<file path="src/rtl/layer_seq_pkg.sv">
// Shared definitions for the conv layer pass sequencer: pass states and the
// default layer geometry that batch_ctrl is also built with.
package layer_seq_pkg;

    // Weight words per layer: kernel 25 x (oc / 2) 15.
    localparam int PRM_WORDS_DEF = 375;

    // Output beats per batch: oc 30 x sample 40 / 2.
    localparam int DST_WORDS_DEF = 600;

    // Width of the batch count.
    localparam int NB_W_DEF = 16;

    // One layer pass walks these states in order and returns to IDLE.
    typedef enum logic [2:0] {
        IDLE,
        WLOAD,
        RUN,
        DRAIN,
        FIN
    } seq_state_e;

    // Counter width able to hold 0 .. maxVal-1, never narrower than one bit.
    function automatic int cntWidth(input int maxVal);
        return (maxVal > 1) ? $clog2(maxVal) : 1;
    endfunction

endpackage

</file>
<file path="src/rtl/layer_seq_beat_cnt.sv">
// Wrapping beat counter: counts enabled beats from 0 to MAX-1 and flags the
// beat on which it rolls back to 0. A clear beats a simultaneous enable.
module beat_cnt #(
    parameter int W   = 9,
    parameter int MAX = 375
) (
    input  logic         clk_i,
    input  logic         reset_i,
    input  logic         en_i,
    input  logic         clr_i,
    output logic [W-1:0] cnt_o,
    output logic         wrap_o
);

    localparam logic [W-1:0] LAST = W'(MAX - 1);

    logic [W-1:0] cnt_q;
    logic [W-1:0] cnt_d;
    logic         atLast;

    assign atLast = (cnt_q == LAST);
    assign wrap_o = en_i && !clr_i && atLast;
    assign cnt_o  = cnt_q;

    // Next count: clear first, otherwise step on enable and roll over at the terminal value.
    always_comb begin
        cnt_d = cnt_q;
        if (clr_i) begin
            cnt_d = '0;
        end else if (en_i) begin
            cnt_d = atLast ? '0 : cnt_q + W'(1);
        end
    end

    // Count register with synchronous reset.
    always_ff @(posedge clk_i) begin
        if (reset_i) begin
            cnt_q <= '0;
        end else begin
            cnt_q <= cnt_d;
        end
    end

endmodule

</file>
<file path="src/rtl/layer_seq.sv">
// Top-level sequencer for one conv layer pass: weight load, nbatch sample
// batches with run held high, drain of the final outputs, then a done pulse.
module layer_seq
    import layer_seq_pkg::*;
#(
    parameter int PRM_WORDS = PRM_WORDS_DEF,
    parameter int DST_WORDS = DST_WORDS_DEF,
    parameter int NB_W      = NB_W_DEF
) (
    input  logic            clk_i,
    input  logic            reset_i,
    input  logic            start_i,
    input  logic            abort_i,
    input  logic [NB_W-1:0] nbatch_i,
    input  logic            src_valid_i,
    input  logic            src_ready_i,
    input  logic            s_init_i,
    input  logic            dst_valid_i,
    input  logic            dst_ready_i,
    output logic            matw_o,
    output logic            run_o,
    output logic            last_o,
    output logic            busy_o,
    output logic            done_o,
    output logic [NB_W-1:0] bcnt_o
);

    localparam int WCNT_W = cntWidth(PRM_WORDS);
    localparam int DCNT_W = cntWidth(DST_WORDS);

    localparam logic [NB_W-1:0] NB_ZERO = '0;
    localparam logic [NB_W-1:0] NB_ONE  = NB_W'(1);

    seq_state_e      state_q;
    logic [NB_W-1:0] nb_q;
    logic [NB_W-1:0] icnt_q;
    logic [NB_W-1:0] bcnt_q;
    logic            matw_q;
    logic            run_q;
    logic            last_q;
    logic            busy_q;
    logic            done_q;

    logic              startAcc;
    logic              cntClr;
    logic              wEn;
    logic              dHs;
    logic              wWrap;
    logic              dWrap;
    logic [WCNT_W-1:0] wcnt;
    logic [DCNT_W-1:0] dcnt;

    // batch_ctrl takes weights without ready and the weight count position is
    // only needed for its wrap, so these bits are collected here on purpose.
    logic unusedBits;
    assign unusedBits = ^{src_ready_i, wcnt};

    assign startAcc = start_i && !abort_i && (state_q == IDLE);
    assign cntClr   = abort_i || startAcc;
    assign wEn      = (state_q == WLOAD) && src_valid_i;
    assign dHs      = ((state_q == RUN) || (state_q == DRAIN)) && dst_valid_i && dst_ready_i;

    beat_cnt #(
        .W   (WCNT_W),
        .MAX (PRM_WORDS)
    ) u_wcnt (
        .clk_i   (clk_i),
        .reset_i (reset_i),
        .en_i    (wEn),
        .clr_i   (cntClr),
        .cnt_o   (wcnt),
        .wrap_o  (wWrap)
    );

    beat_cnt #(
        .W   (DCNT_W),
        .MAX (DST_WORDS)
    ) u_dcnt (
        .clk_i   (clk_i),
        .reset_i (reset_i),
        .en_i    (dHs),
        .clr_i   (cntClr),
        .cnt_o   (dcnt),
        .wrap_o  (dWrap)
    );

    // Pass FSM with registered outputs plus the batch issue and drain counters.
    always_ff @(posedge clk_i) begin
        if (reset_i || abort_i) begin
            state_q <= IDLE;
            nb_q    <= '0;
            icnt_q  <= '0;
            bcnt_q  <= '0;
            matw_q  <= 1'b0;
            run_q   <= 1'b0;
            last_q  <= 1'b0;
            busy_q  <= 1'b0;
            done_q  <= 1'b0;
        end else begin
            done_q <= 1'b0;
            case (state_q)
                IDLE: begin
                    if (start_i) begin
                        nb_q   <= nbatch_i;
                        icnt_q <= '0;
                        bcnt_q <= '0;
                        busy_q <= 1'b1;
                        if (nbatch_i == NB_ZERO) begin
                            state_q <= FIN;
                        end else begin
                            state_q <= WLOAD;
                            matw_q  <= 1'b1;
                        end
                    end
                end
                WLOAD: begin
                    if (wWrap) begin
                        matw_q  <= 1'b0;
                        run_q   <= 1'b1;
                        last_q  <= (nb_q == NB_ONE);
                        state_q <= RUN;
                    end
                end
                RUN: begin
                    if (icnt_q == nb_q) begin
                        state_q <= DRAIN;
                    end else if (s_init_i) begin
                        icnt_q <= icnt_q + NB_ONE;
                        if ((icnt_q + NB_ONE) == (nb_q - NB_ONE)) begin
                            last_q <= 1'b1;
                        end
                    end
                end
                DRAIN: begin
                    if ((bcnt_q == nb_q) && (dcnt == '0)) begin
                        run_q   <= 1'b0;
                        last_q  <= 1'b0;
                        state_q <= FIN;
                    end
                end
                FIN: begin
                    done_q  <= 1'b1;
                    busy_q  <= 1'b0;
                    state_q <= IDLE;
                end
                default: begin
                    state_q <= IDLE;
                end
            endcase
            if (dWrap && (bcnt_q != nb_q)) begin
                bcnt_q <= bcnt_q + NB_ONE;
            end
        end
    end

    assign matw_o = matw_q;
    assign run_o  = run_q;
    assign last_o = last_q;
    assign busy_o = busy_q;
    assign done_o = done_q;
    assign bcnt_o = bcnt_q;

endmodule
</file>
<file path="config.mk">
export PLATFORM = sky130hd
export DESIGN_NAME = layer_seq
export DESIGN_NICKNAME = d
export VERILOG_FILES = /design/src/rtl/layer_seq_pkg.sv /design/src/rtl/layer_seq_beat_cnt.sv /design/src/rtl/layer_seq.sv
export SDC_FILE = /design/constraint.sdc
export NUM_CORES = 1
export LEC_CHECK = 0
export BUFFER_PORTS_ARGS = -buffer_cell sky130_fd_sc_hd__clkbuf_2
export CORE_ASPECT_RATIO = 1.1
export CORE_MARGIN = 3
export CORE_UTILIZATION = 45
export CTS_CLUSTER_DIAMETER = 100
export CTS_CLUSTER_SIZE = 30
export DETAILED_ROUTE_END_ITERATION = 8
export GPL_TIMING_DRIVEN = 0
export PLACE_DENSITY = 0.68
export SYNTH_ARGS = -nofsm -noshare
export SYNTH_HDL_FRONTEND = slang
export SYNTH_HIERARCHICAL = 1
export SYNTH_SLANG_ARGS = --single-unit
</file>
<file path="constraint.sdc">
create_clock -name clk_i -period 8.3 [get_ports clk_i]
set_input_delay 1.66 -clock clk_i [delete_from_list [all_inputs] [get_ports clk_i]]
set_output_delay 1.66 -clock clk_i [all_outputs]
set_load 0.01 [all_outputs]
</file>
==> flow_summary_export.csv <==
group,metric,value,unit
routing,wl,12300,um
yosys,synth_edf_count,0,
yosys,yosysMostFrequentCell,"dfxtp_1",
global_route,grt_usage,0.225,
finish,drive_above_1_share,0.135,
sta,final_hold_viol_count,0,
flow_run,maxCapViolations,0,
power_and_ir_drop,vdd.ir_drop.worst,0.000112,V
power_and_ir_drop,p_leak,0.00192,uW
place,hpwl,9250,um
clock_tree,htree_levels,3,
floorplanning,core,9580,um2
floorplanning,initial_core_util,0.473,
power_and_ir_drop,cell_internal_pwr,649,uW
power_and_ir_drop,clkPwrFrac,0.451,
setup_path,arrival,4310,ps
setup_path,crit_type,"in2reg",
power_and_ir_drop,switchingPower,192,uW
setup_path,cp_slowest_cell,"or4_4",
setup_path,path_delay_family,"simple AND/OR/NAND/NOR gates",
setup_path,startpoint_type,"input pin",
place,placed_cell_area,4900,um2
finish,final_area,5180,um2
routing,route.detailed.drc,0,
yosys,netlist_top_cells_area,"dfxtp_1 33%, xnor2_1 7.9%, a21oi_1 6.5%, xor2_1 5.8%, nand2_1 5.5%",
clock_tree,clock_path_buffers,2,
setup_path,cp.buffers_inverters,2,
sta,slew_viol_final,0,
floorplanning,rows,37,
yosys,synth_seq_cells,75,
sta,min_period,4030,ps
yosys,yosys_warnings,6,
routing,ant_nets,0,
clock_tree,path_clk_slew,70,ps
hold_path,hold_path_class,"reg2reg",
power_and_ir_drop,pwr_density_cell,163,nW/um2
finish,nets,664,
setup_path,cp_slowest_stage_delay,520,ps
setup_path,cp_max_fo,10,
routing,viasPerCell,5.87,
sta,rsz0062_at_grt,"no",
clock_tree,cts_root_buffer,"clkbuf_8",
yosys,ys_seq_area_frac,0.331,
global_route,first_global_vias,4273,
status,status,"finished, final reports clean",
clock_tree,cts_tree,"done",
place,port-buffer-count,44,
yosys,yosys.area.top_type,"dfxtp_1",
yosys,synth_top_area_share,0.331,
power_and_ir_drop,p_comb_frac,0.113,
finish,n_antenna_cell,0,
power_and_ir_drop,switching_share,0.229,
yosys,syn-cell-area,4540,um2
yosys,avgSynthCellArea,7.86,um2
sta,slew-limit-headroom,0.365,
yosys,synthTopCellsByCount,"75 x dfxtp_1, 67 x nand2_1, 59 x a21oi_1",
yosys,synthesis.nets,609,
place,place_congestion,0.909,
sta,post-route-period-util,0.486,
setup_path,critPathRequiredTime,8580,ps
clock_tree,insertion_delay,350,ps
routing,firstDrtPassIters,5,
global_route,grt_first_pass_wirelength,20600,um
floorplanning,pin_count,46,
routing,vias,4429,
setup_path,end_kind,"flop",
clock_tree,cts_resized,0,
sta,setup_viol,0,
sta,clock_skew,9.52,ps
setup_path,path_cells,"clkbuf_2 -> and4b_1 -> nand3_1 -> or4_4 -> nor2_1 -> nand2_1 -> clkbuf_1 -> or3_1 -> a21oi_1",
power_and_ir_drop,p_seq_frac,0.435,
global_route,antenna_found_initial,0,
floorplanning,dieArea,11300,um2
sta,worst_slew_pin_slew,940,ps
global_route,overflow,0,
clock_tree,cts_num_sinks,75,
sta,setup_tns,0,ps
yosys,ys_async_sr_fraction,0,
floorplanning,die_w,102,um
clock_tree,holdBufCountCts,0,
yosys,synth_cell_types,55,
routing,first_iter_violations,320,
clock_tree,cts_setup_buffers,0,
sta,fmax,248,MHz
floorplanning,die_h,111,um
yosys,ys.flop_type,"dfxtp_1",
global_route,grt_start_max_net_pins,13,
finish,area_delta_synth_final,14.2,%
clock_tree,numCtsBuffers,9,
yosys,synthCells,577,
routing,routedWlPerCell,16.4,um
[power by group through the flow]
stage	clock network [uW]	logic, uW	registers (uW)
detailed placement	0	94.4	375
global route	407	104	367
finish	380	95.2	366
CTS	388	94.9	366
global placement	0	93.4	374
floorplan	0	69.2	374
[tightest hold or removal path, cell delays in order, from the launching register on]
cell     delay, ps
dfxtp_1        310
o21ai_0         70
a21oi_1         70
[state kept, by name, indices dropped and copies added (netlist names)]
register and count:
last_o 1, bcnt_o 16, u_wcnt/cnt_o 9, u_dcnt/cnt_o 10, run_o 1, nb_q 16, matw_o 1, state_q 3
icnt_q 16, busy_o 1, done_o 1
[per-layer routing]
layer	up-vias	wire [um]	part of all wire	GRT usage
met5	-	0	0	0
met4	0	286	0.023	0.100
met3	19	713	0.058	0.0409
met2	157	5900	0.48	0.356
met1	2074	5430	0.44	0.296
li1	2179	-	-	-
[final cells by class]
| class | count | area (um2) |
|---|---|---|
| timing repair buffer | 44 | 220 |
| buffer | 36 | 186 |
| tap | 117 | 146 |
| multi-input combinational | 456 | 2810 |
| fill | 905 | 4410 |
| clock buffer | 12 | 155 |
| inverter | 10 | 37.5 |
| sequential | 75 | 1500 |
| clock inverter | 4 | 120 |
[stage by stage]
stage | hold WS [ps] | worst slack [ps] | power, uW | utilization | instances
after CTS | 483 | 4310 | 849 | 0.540 | 754
after detailed placement | 473 | 3940 | 469 | 0.512 | 738
after floorplan | 452 | 4580 | 443 | - | 577
after global placement | 468 | 3930 | 468 | 0.512 | 738
final | 493 | 4270 | 841 | 0.540 | 754
after global routing | 518 | 4120 | 878 | 0.540 | 754
[worst paths after layout]
path / slack (ps) / startpoint / end / cells past startpoint
setup / recovery: 4270 / dst_ready_i / bcnt_o[6]$_SDFFE_PP0P_ / 9
hold / removal: 490 / run_o$_SDFFE_PP0P_ / run_o$_SDFFE_PP0P_ / 2
setup reg to reg: 4800 / state_q[1]$_SDFFE_PP0P_ / bcnt_o[6]$_SDFFE_PP0P_ / 9
hold reg to reg: 490 / run_o$_SDFFE_PP0P_ / run_o$_SDFFE_PP0P_ / 2
[cells by family (layout without fill, tap and decap cells)]
group	after synthesis	count (layout)	share of synthesized area
AOI/OAI and AO/OA	120	120	0.154
xor gates and xnor gates	72	72	0.142
muxes	2	2	0.00469
buffers and inverters	46	106	0.0494
DFF	75	75	0.331
adders and majority gates	7	7	0.0193
and+or+nand+nor	255	255	0.299
[layout by cell type (no fill, tap or decap), drive strengths merged, types with 4 or more instances in the layout]
master,netlist,layout
nor3,13,13
clkbuf,24,80
inv,10,10
and2,4,4
nand3,19,19
or3b,5,5
nor4,22,22
xor2,30,30
nand4,17,17
xnor2,41,41
or4,10,10
nand4b,4,4
nand2,68,68
buf,12,12
dfxtp,75,75
bufinv,0,4
nor2,46,46
ha,7,7
or3,22,22
a21oi,59,59
and3,15,15
a31oi,11,11
o21ai,32,32
Power figures use the tool's default switching activity.
